`config.mk`:
```
export PLATFORM = sky130hd
export DESIGN_NAME = stopwatch_ctrl
export DESIGN_NICKNAME = d
export VERILOG_FILES = /design/src/rtl/stopwatch_ctrl.sv
export SDC_FILE = /design/constraint.sdc
export NUM_CORES = 1
export LEC_CHECK = 0
export ABC_AREA = 1
export CAP_MARGIN = 20
export CORE_AREA = 2 2 131 133
export CTS_CLUSTER_SIZE = 30
export DETAILED_ROUTE_END_ITERATION = 12
export DIE_AREA = 0 0 133 135
export PLACE_DENSITY = 0.79
export SETUP_SLACK_MARGIN = 0.1
export SLEW_MARGIN = 20
export SYNTH_ARGS = -nofsm -noshare
export SYNTH_HDL_FRONTEND = slang
export SYNTH_SLANG_ARGS = --single-unit
```
`constraint.sdc`:
```
create_clock -name clk -period 4.7 [get_ports clk]
set_input_delay 0.94 -clock clk [delete_from_list [all_inputs] [get_ports clk]]
set_output_delay 0.94 -clock clk [all_outputs]
set_load 0.1 [all_outputs]
```
`src/rtl/stopwatch_ctrl.sv`:
```
// stopwatch_ctrl: button conditioning, RUN/PAUSE/ADJUST mode FSM, 1 Hz tick and digit-edit sequencing
// for the MM:SS stopwatch counter.
module stopwatch_ctrl #(
   parameter int DB_CYCLES = 1_000_000,
   parameter int TICK_DIV  = 100_000_000,
   parameter int BLINK_DIV = 20_000_000
) (
   input  logic        clk,
   input  logic        rst,
   input  logic        btn_pause,
   input  logic        btn_clear,
   input  logic        btn_adj,
   input  logic        btn_sel,
   input  logic        btn_inc,
   input  logic [15:0] cur_digits,
   output logic        tick_en,
   output logic        paused,
   output logic        adj,
   output logic [2:0]  adj_sel,
   output logic [3:0]  adj_val,
   output logic        set_strobe,
   output logic        clr,
   output logic        blink
);
   localparam int DBW = $clog2(DB_CYCLES + 1);
   localparam int TW  = $clog2(TICK_DIV + 1);
   localparam int BW  = $clog2(BLINK_DIV + 1);
   typedef enum logic [1:0] {RUN, PAUSE, ADJUST} state_t;
   state_t state, state_n;
   logic [4:0] raw, sync1, sync2, deb, deb_d, press;
   logic [DBW-1:0] db_cnt [5];
   logic [TW-1:0] tick_cnt;
   logic [BW-1:0] blink_cnt;
   logic p_clr, p_adj, p_pause, p_sel, p_inc, enter, set_pend, tick_wrap;
   logic [2:0] load_sel;
   logic [3:0] load_raw, load_lim, load_val, inc_lim, inc_val;
   // bit order: 0 clear, 1 adj, 2 pause, 3 sel, 4 inc (also press priority, low index wins)
   assign raw = {btn_inc, btn_sel, btn_pause, btn_adj, btn_clear};
   always_ff @(posedge clk) begin
      if (rst) begin
         sync1 <= '0;
         sync2 <= '0;
         deb   <= '0;
         deb_d <= '0;
         for (int i = 0; i < 5; i++) db_cnt[i] <= '0;
      end else begin
         sync1 <= raw;
         sync2 <= sync1;
         deb_d <= deb;
         for (int i = 0; i < 5; i++) begin
            if (sync2[i] == deb[i]) db_cnt[i] <= '0;
            else if (db_cnt[i] == DBW'(DB_CYCLES - 1)) begin
               db_cnt[i] <= '0;
               deb[i]    <= sync2[i];
            end else db_cnt[i] <= db_cnt[i] + 1'b1;
         end
      end
   end
   assign press   = deb & ~deb_d;
   assign p_clr   = press[0];
   assign p_adj   = press[1] & ~press[0];
   assign p_pause = press[2] & ~|press[1:0];
   assign p_sel   = press[3] & ~|press[2:0];
   assign p_inc   = press[4] & ~|press[3:0];
   always_comb begin
      state_n = state;
      if (p_adj) state_n = (state == ADJUST) ? PAUSE : ADJUST;
      else if (p_pause && state != ADJUST) state_n = (state == RUN) ? PAUSE : RUN;
   end
   assign enter     = (state_n == ADJUST) && (state != ADJUST);
   assign load_sel  = (state != ADJUST || adj_sel == 3'd0) ? 3'd3 : adj_sel - 3'd1;
   assign load_raw  = cur_digits[{load_sel[1:0], 2'b00} +: 4];
   assign load_lim  = (load_sel == 3'd1) ? 4'd5 : 4'd9;
   assign load_val  = (load_raw > load_lim) ? load_lim : load_raw;
   assign inc_lim   = (adj_sel == 3'd1) ? 4'd5 : 4'd9;
   assign inc_val   = (adj_val >= inc_lim) ? 4'd0 : adj_val + 4'd1;
   assign tick_wrap = tick_cnt == TW'(TICK_DIV - 1);
   assign tick_en   = (state == RUN) && tick_wrap;
   always_ff @(posedge clk) begin
      if (rst) begin
         state      <= PAUSE;
         paused     <= 1'b1;
         adj        <= 1'b0;
         adj_sel    <= 3'd5;
         adj_val    <= 4'd0;
         set_pend   <= 1'b0;
         set_strobe <= 1'b0;
         clr        <= 1'b0;
         blink      <= 1'b0;
         tick_cnt   <= '0;
         blink_cnt  <= '0;
      end else begin
         state      <= state_n;
         paused     <= state_n != RUN;
         adj        <= state_n == ADJUST;
         clr        <= p_clr;
         set_pend   <= p_inc && state == ADJUST;
         set_strobe <= set_pend;
         // tick phase is held, not cleared, outside RUN
         tick_cnt   <= p_clr ? '0 : (state != RUN) ? tick_cnt : tick_wrap ? '0 : tick_cnt + 1'b1;
         adj_sel    <= (state_n != ADJUST) ? 3'd5 : (enter || p_sel) ? load_sel : adj_sel;
         adj_val    <= (state_n != ADJUST) ? 4'd0 : (enter || p_sel) ? load_val :
                       p_clr ? 4'd0 : p_inc ? inc_val : adj_val;
         if (state_n != ADJUST || enter) begin
            blink     <= state_n == ADJUST;
            blink_cnt <= '0;
         end else if (blink_cnt == BW'(BLINK_DIV - 1)) begin
            blink     <= ~blink;
            blink_cnt <= '0;
         end else blink_cnt <= blink_cnt + 1'b1;
      end
   end
endmodule

```
Word level (Yosys, flattened, before mapping)
Memories as Yosys holds them, arrays and structs flattened.
Index checks and enable logic that the tools add are counted.
- register bits after elaboration: 87
- memory bits (writable): 100
- output and inout bits: 13
- word-level logic and storage cells: 192
- memories kept: 1
- memories (memory ; words ; bits a word ; rd ports ; clocked after memory_dff ; write ports ; RTL line ; source):
    db_cnt ; 5 ; 20 ; 5 ; 0 ; 5 ; 31 ; logic [DBW-1:0] db_cnt [5];
- add/subtract/negate cells: 9
- magnitude comparators: 2
- eq/ne operators: 18
- shift-type cells: 1
- muxes and demuxes: 87
- bitwise logic cells: 28
- reduce and logical (&&, ||, !) cells: 27
- operators with widths (kind ; number):
    two-way mux 20 bit ; 15
    adder 20 x 1 -> 20 bit, second input constant ; 5
    == test 20 bit, second input constant ; 5
    two-way mux 1 bit ; 60
    two-way mux 4 bit ; 7
    adder 27 x 1 -> 27 bit, second input constant ; 1
    == test 27 bit, second input constant ; 1
    two-way mux 27 bit ; 1
    adder 25 x 1 -> 25 bit, second input constant ; 1
    == test 25 bit, second input constant ; 1
    indexed part select 16 x 5 -> 4 bit ; 1
    bitwise OR 1 bit ; 15
    AND reduction 2 bit ; 5
    inverter 1 bit ; 7
    == test 3 x 1 -> 1 bit, second input constant ; 2
    two-way mux 2 bit ; 3
    nonzero test 2 bit ; 3
    OR reduction 2 bit ; 3
    OR reduction 3 bit ; 2
    AND 5 bit ; 1
    == test 1 bit ; 5
    inverter 5 bit ; 1
    adder 4 x 1 -> 4 bit, second input constant ; 1
    AND 1 bit ; 4
    13 further kinds ; 22

Logic depth before layout (Yosys ltp)
- depth in word-level cells: 12
- mapped depth: 16
- gate-level depth less buffers: 16

Least setup slack after synthesis
No wires, ideal clock.
- path kind: reg2reg
- from: reg adj_sel[0]
- to: reg adj_val[0]
- library setup time: 123 ps
- arrival: 3066 ps
- setup slack: 1511 ps
- stages on the path, launching flop included: 17
- clock period less this slack: 3189 ps
- cell sequence: dfxtp_1 inv_1 ha_1 nand2_1 nand3_1 inv_1 nand2_1 nand2_1 nand2_1 and2_1 inv_1 ha_1 nand3b_1 nand2_1 nand3_1 nand2_1 a21oi_1
- cells in the longest elaborated chain, start to end: 8
- elaborated cells between the ends (all ways): 16
- RTL lines (element ; RTL line ; source):
    start: declaration ; 19 ; output logic [2:0] adj_sel,
    start signal: assignment ; 101 ; adj_sel <= (state_n != ADJUST) ? 3'd5 : (enter || p_sel) ? load_sel : adj_sel;
    branches (longest 7 deep; another with greater-than comparator 4 bit) ; -- ;
    two-way mux 4 bit * ; 102 ; adj_val <= (state_n != ADJUST) ? 4'd0 : (enter || p_sel) ? load_val :
    end signal: assignment ; 102 ;
    end: declaration ; 20 ; output logic [3:0] adj_val,
Every way passes the cells marked *. The select of a mux whose other input is x is not followed.
A chain may end at the register's enable or synchronous reset.

Final worst setup path
- from: reg tick_cnt[0]
- to: out tick_en
- cells in the longest elaborated chain, start to end: 2
- RTL lines (element ; RTL line ; source):
    start: declaration ; 32 ; logic [TW-1:0] tick_cnt;
    start signal: assignment ; 100 ; tick_cnt <= p_clr ? '0 : (state != RUN) ? tick_cnt : tick_wrap ? '0 : tick_cnt + 1'b1;
    == test 27 bit ; 77 ; assign tick_wrap = tick_cnt == TW'(TICK_DIV - 1);
    logical AND 1 bit ; 78 ; assign tick_en = (state == RUN) && tick_wrap;
    end: declaration ; 16 ; output logic tick_en,
No other way between the ends.

==> results_dict.tcl <==
set metrics [dict create \
    final_hold_viol_count 0 \
    clock_path_buffers 2 \
    grt_use_total_pct 21.53 \
    die_h_um 135 \
    dp_hpwl_mm 13.50 \
    cts_root_buffer "clkbuf_16" \
    critical_path_class "flop to output pin" \
    skew_ns 0.006572 \
    maxSlewHeadroom_pct 31.67 \
    critPathRequiredTime_ns 3.76 \
    startpoint_type "flop" \
    die-area_sq_mm 0.01796 \
    worst_pin_slew_ns 1.022 \
    powerDensity_mw_per_mm2 291.5 \
    postCtsSetupBuffers 0 \
    postSynthAreaPerCell_sq_um 8.006 \
    total_power_mw 3.299 \
    start_util_pct 59.77 \
    fin_nets 1404 \
    core_area_sq_mm 0.01641 \
    gp_congestion 0.8716 \
    postRouteAntennaNets 0 \
    clkSlewWorstSetupHoldPaths_ns 0.07 \
    setup_viol 0 \
    yosysWarnings 0 \
    die_w_um 133 \
    worstHoldPathCells 2 \
    synthesis.area_sq_mm 0.009807 \
    mostFrequentLayoutCells "nand2_1 (199), nor2_1 (194), inv_1 (186)" \
    post_drt_via_cell_ratio 5.045 \
    cts-buffers-inserted 17 \
    timing.final.crit_share_pct 79.69 \
    postRouteWirelength_mm 18.37 \
    synthCells 1225 \
    grt_max_degree 26 \
    yosysUniqueCellTypes 40 \
    crit_path_max_fanout 3 \
    rsz0062_at_grt "false" \
    period_needed_ns 3.746 \
    postCtsHoldBufs 0 \
    ys_ff_latch 187 \
    max_cap_violations 0 \
    antenna_cells 0 \
    drc 0 \
    final_common_cell "nand2_1" \
    antenna_found_initial 0 \
    placementRows 47 \
    syn_to_final_growth_pct 15.40 \
    fillers 1327 \
    finalMaxSlewViolations 0 \
    io_pins 36 \
    drt_iter0_drc 640 \
    fmax_ghz 0.2670 \
    clock-sinks 187 \
    cts_tree "done" \
    dr_total_vias 8062 \
    ir_worst_vdd_mv 0.2828 \
    portBuffers 35 \
    grt_pass1_wl_mm 31.80 \
    grt-ovfl-total 0 \
    arrival_ns 2.81 \
    clk_latency_ns 0.43 \
    dr.pass1.iters 5 \
    drive_gt1_share_pct 5.007 \
    cellLeakagePower_nw 4.535 \
    ys_seq_area_share_pct 48.38 \
    status "completed" \
    wire_per_inst_um 11.49 \
    cts_repair_resize_count 0 \
    rr_worst_depth 16 \
    tns_ns 0 \
    crit_path_end_kind "output pin" \
    first_global_vias 7480 \
    htree_levels 4 \
    hp-class "flop to flop" \
]
[critical path, cell delays in order (launching register included)]
cell             delay (ns)
dfxtp_1                0.37
ha_1                   0.19
nand2_1                0.06
inv_1                  0.09
nand3_1                0.11
nor3_1                 0.20
nand3_1                0.15
inv_1                  0.09
clkdlybuf4s50_1        1.12
[registers in the layout (all words and copies together), names as in the netlist, 2 cells and up]
name       count
db_cnt       100
state          2
adj_val        4
tick_cnt      27
blink_cnt     25
deb_d          5
adj_sel        3
deb            5
sync1          5
sync2          5
[power breakdown]
group          switching [mW]  internal [mW]
Combinational          0.0717         0.0464
Clock                   0.599          0.783
Sequential             0.0387           1.76
[cells in the mapped netlist]
cell type | instances | area (sq um)
a21boi_0 | 1 | 7.510
nor2_4 | 4 | 45.04
nand3_1 | 75 | 375.4
nor3_2 | 3 | 30.03
clkbuf_1 | 8 | 30.03
buf_2 | 4 | 20.02
nor3_1 | 59 | 295.3
conb_1 | 1 | 3.750
nand4_1 | 40 | 250.2
inv_1 | 186 | 698.2
clkinv_2 | 1 | 5.000
a21oi_2 | 4 | 35.03
nor3b_1 | 24 | 180.2
inv_2 | 3 | 11.26
nand3b_2 | 1 | 11.26
nand2_2 | 3 | 18.77
nor2_2 | 9 | 56.30
edfxtp_1 | 100 | 3003
nor4_1 | 16 | 100.1
a21oi_1 | 63 | 315.3
nand2_1 | 199 | 747.0
nand3_4 | 1 | 17.52
o311ai_0 | 1 | 8.760
o21ai_1 | 1 | 5.000
ha_1 | 16 | 200.2
and2_1 | 1 | 6.260
nor2_1 | 194 | 728.2
xnor2_1 | 15 | 131.4
nand3_2 | 1 | 10.01
and3_1 | 7 | 43.79
a31oi_1 | 10 | 62.56
or2_2 | 8 | 50.05
o21a_1 | 9 | 67.56
o21bai_1 | 2 | 15.01
a211oi_1 | 5 | 37.54
dfxtp_1 | 87 | 1742
o21ai_0 | 30 | 150.1
buf_6 | 2 | 22.52
nand3b_1 | 1 | 7.510
xor2_1 | 30 | 262.8
[routing by layer]
metal | up-vias | share of wire [%] | GRT usage [%]
li1 | 4240 | - | -
met1 | 3663 | 48 | 27.36
met2 | 134 | 47 | 36.53
met3 | 25 | 3.7 | 4.542
met4 | 0 | 1.5 | 7.766
met5 | - | 0 | 0
[worst paths after layout]
kind,slack (ns),startpoint,endpoint
min reg2reg,0.41,sync1[2],sync2[2]
max reg2reg,1.90,adj_sel[0],adj_val[0]
max,0.95,tick_cnt[0],tick_en
min,0.41,sync1[2],sync2[2]
[area by class of cell]
type	count	area, sq um	share of cell area (%)
inverter	190	714.4	6.313
sequential	187	4745	41.92
tap	220	275.3	2.432
clock buffer	23	521.8	4.610
timing repair buffer	36	357.8	3.162
multi-input combinational	933	4647	41.06
clock inverter	9	56.30	0.4975
[through the flow]
stage | utilization (%) | worst slack [ns] | cell area [sq um] | cells | hold WS [ns]
detailed placement | 65.45 | 1.414 | 10740 | 1566 | 0.3994
finish | 68.98 | 0.9544 | 11320 | 1598 | 0.4055
CTS | 68.98 | 0.9390 | 11320 | 1598 | 0.4086
global route | 68.98 | 0.8188 | 11320 | 1598 | 0.4155
floorplan | - | 1.511 | 10180 | 1324 | 0.3883
global placement | 65.45 | 1.479 | 10740 | 1566 | 0.3941
[logic make-up after synthesis]
kind of cell | synth area share [%]
simple gates | 30.31
xor+xnor | 4.019
fa+ha+maj | 2.041
compound gates | 7.183
other cells | 0.03824
buf+inv | 8.025
flops | 48.38
Power figures use the tool's default switching activity.
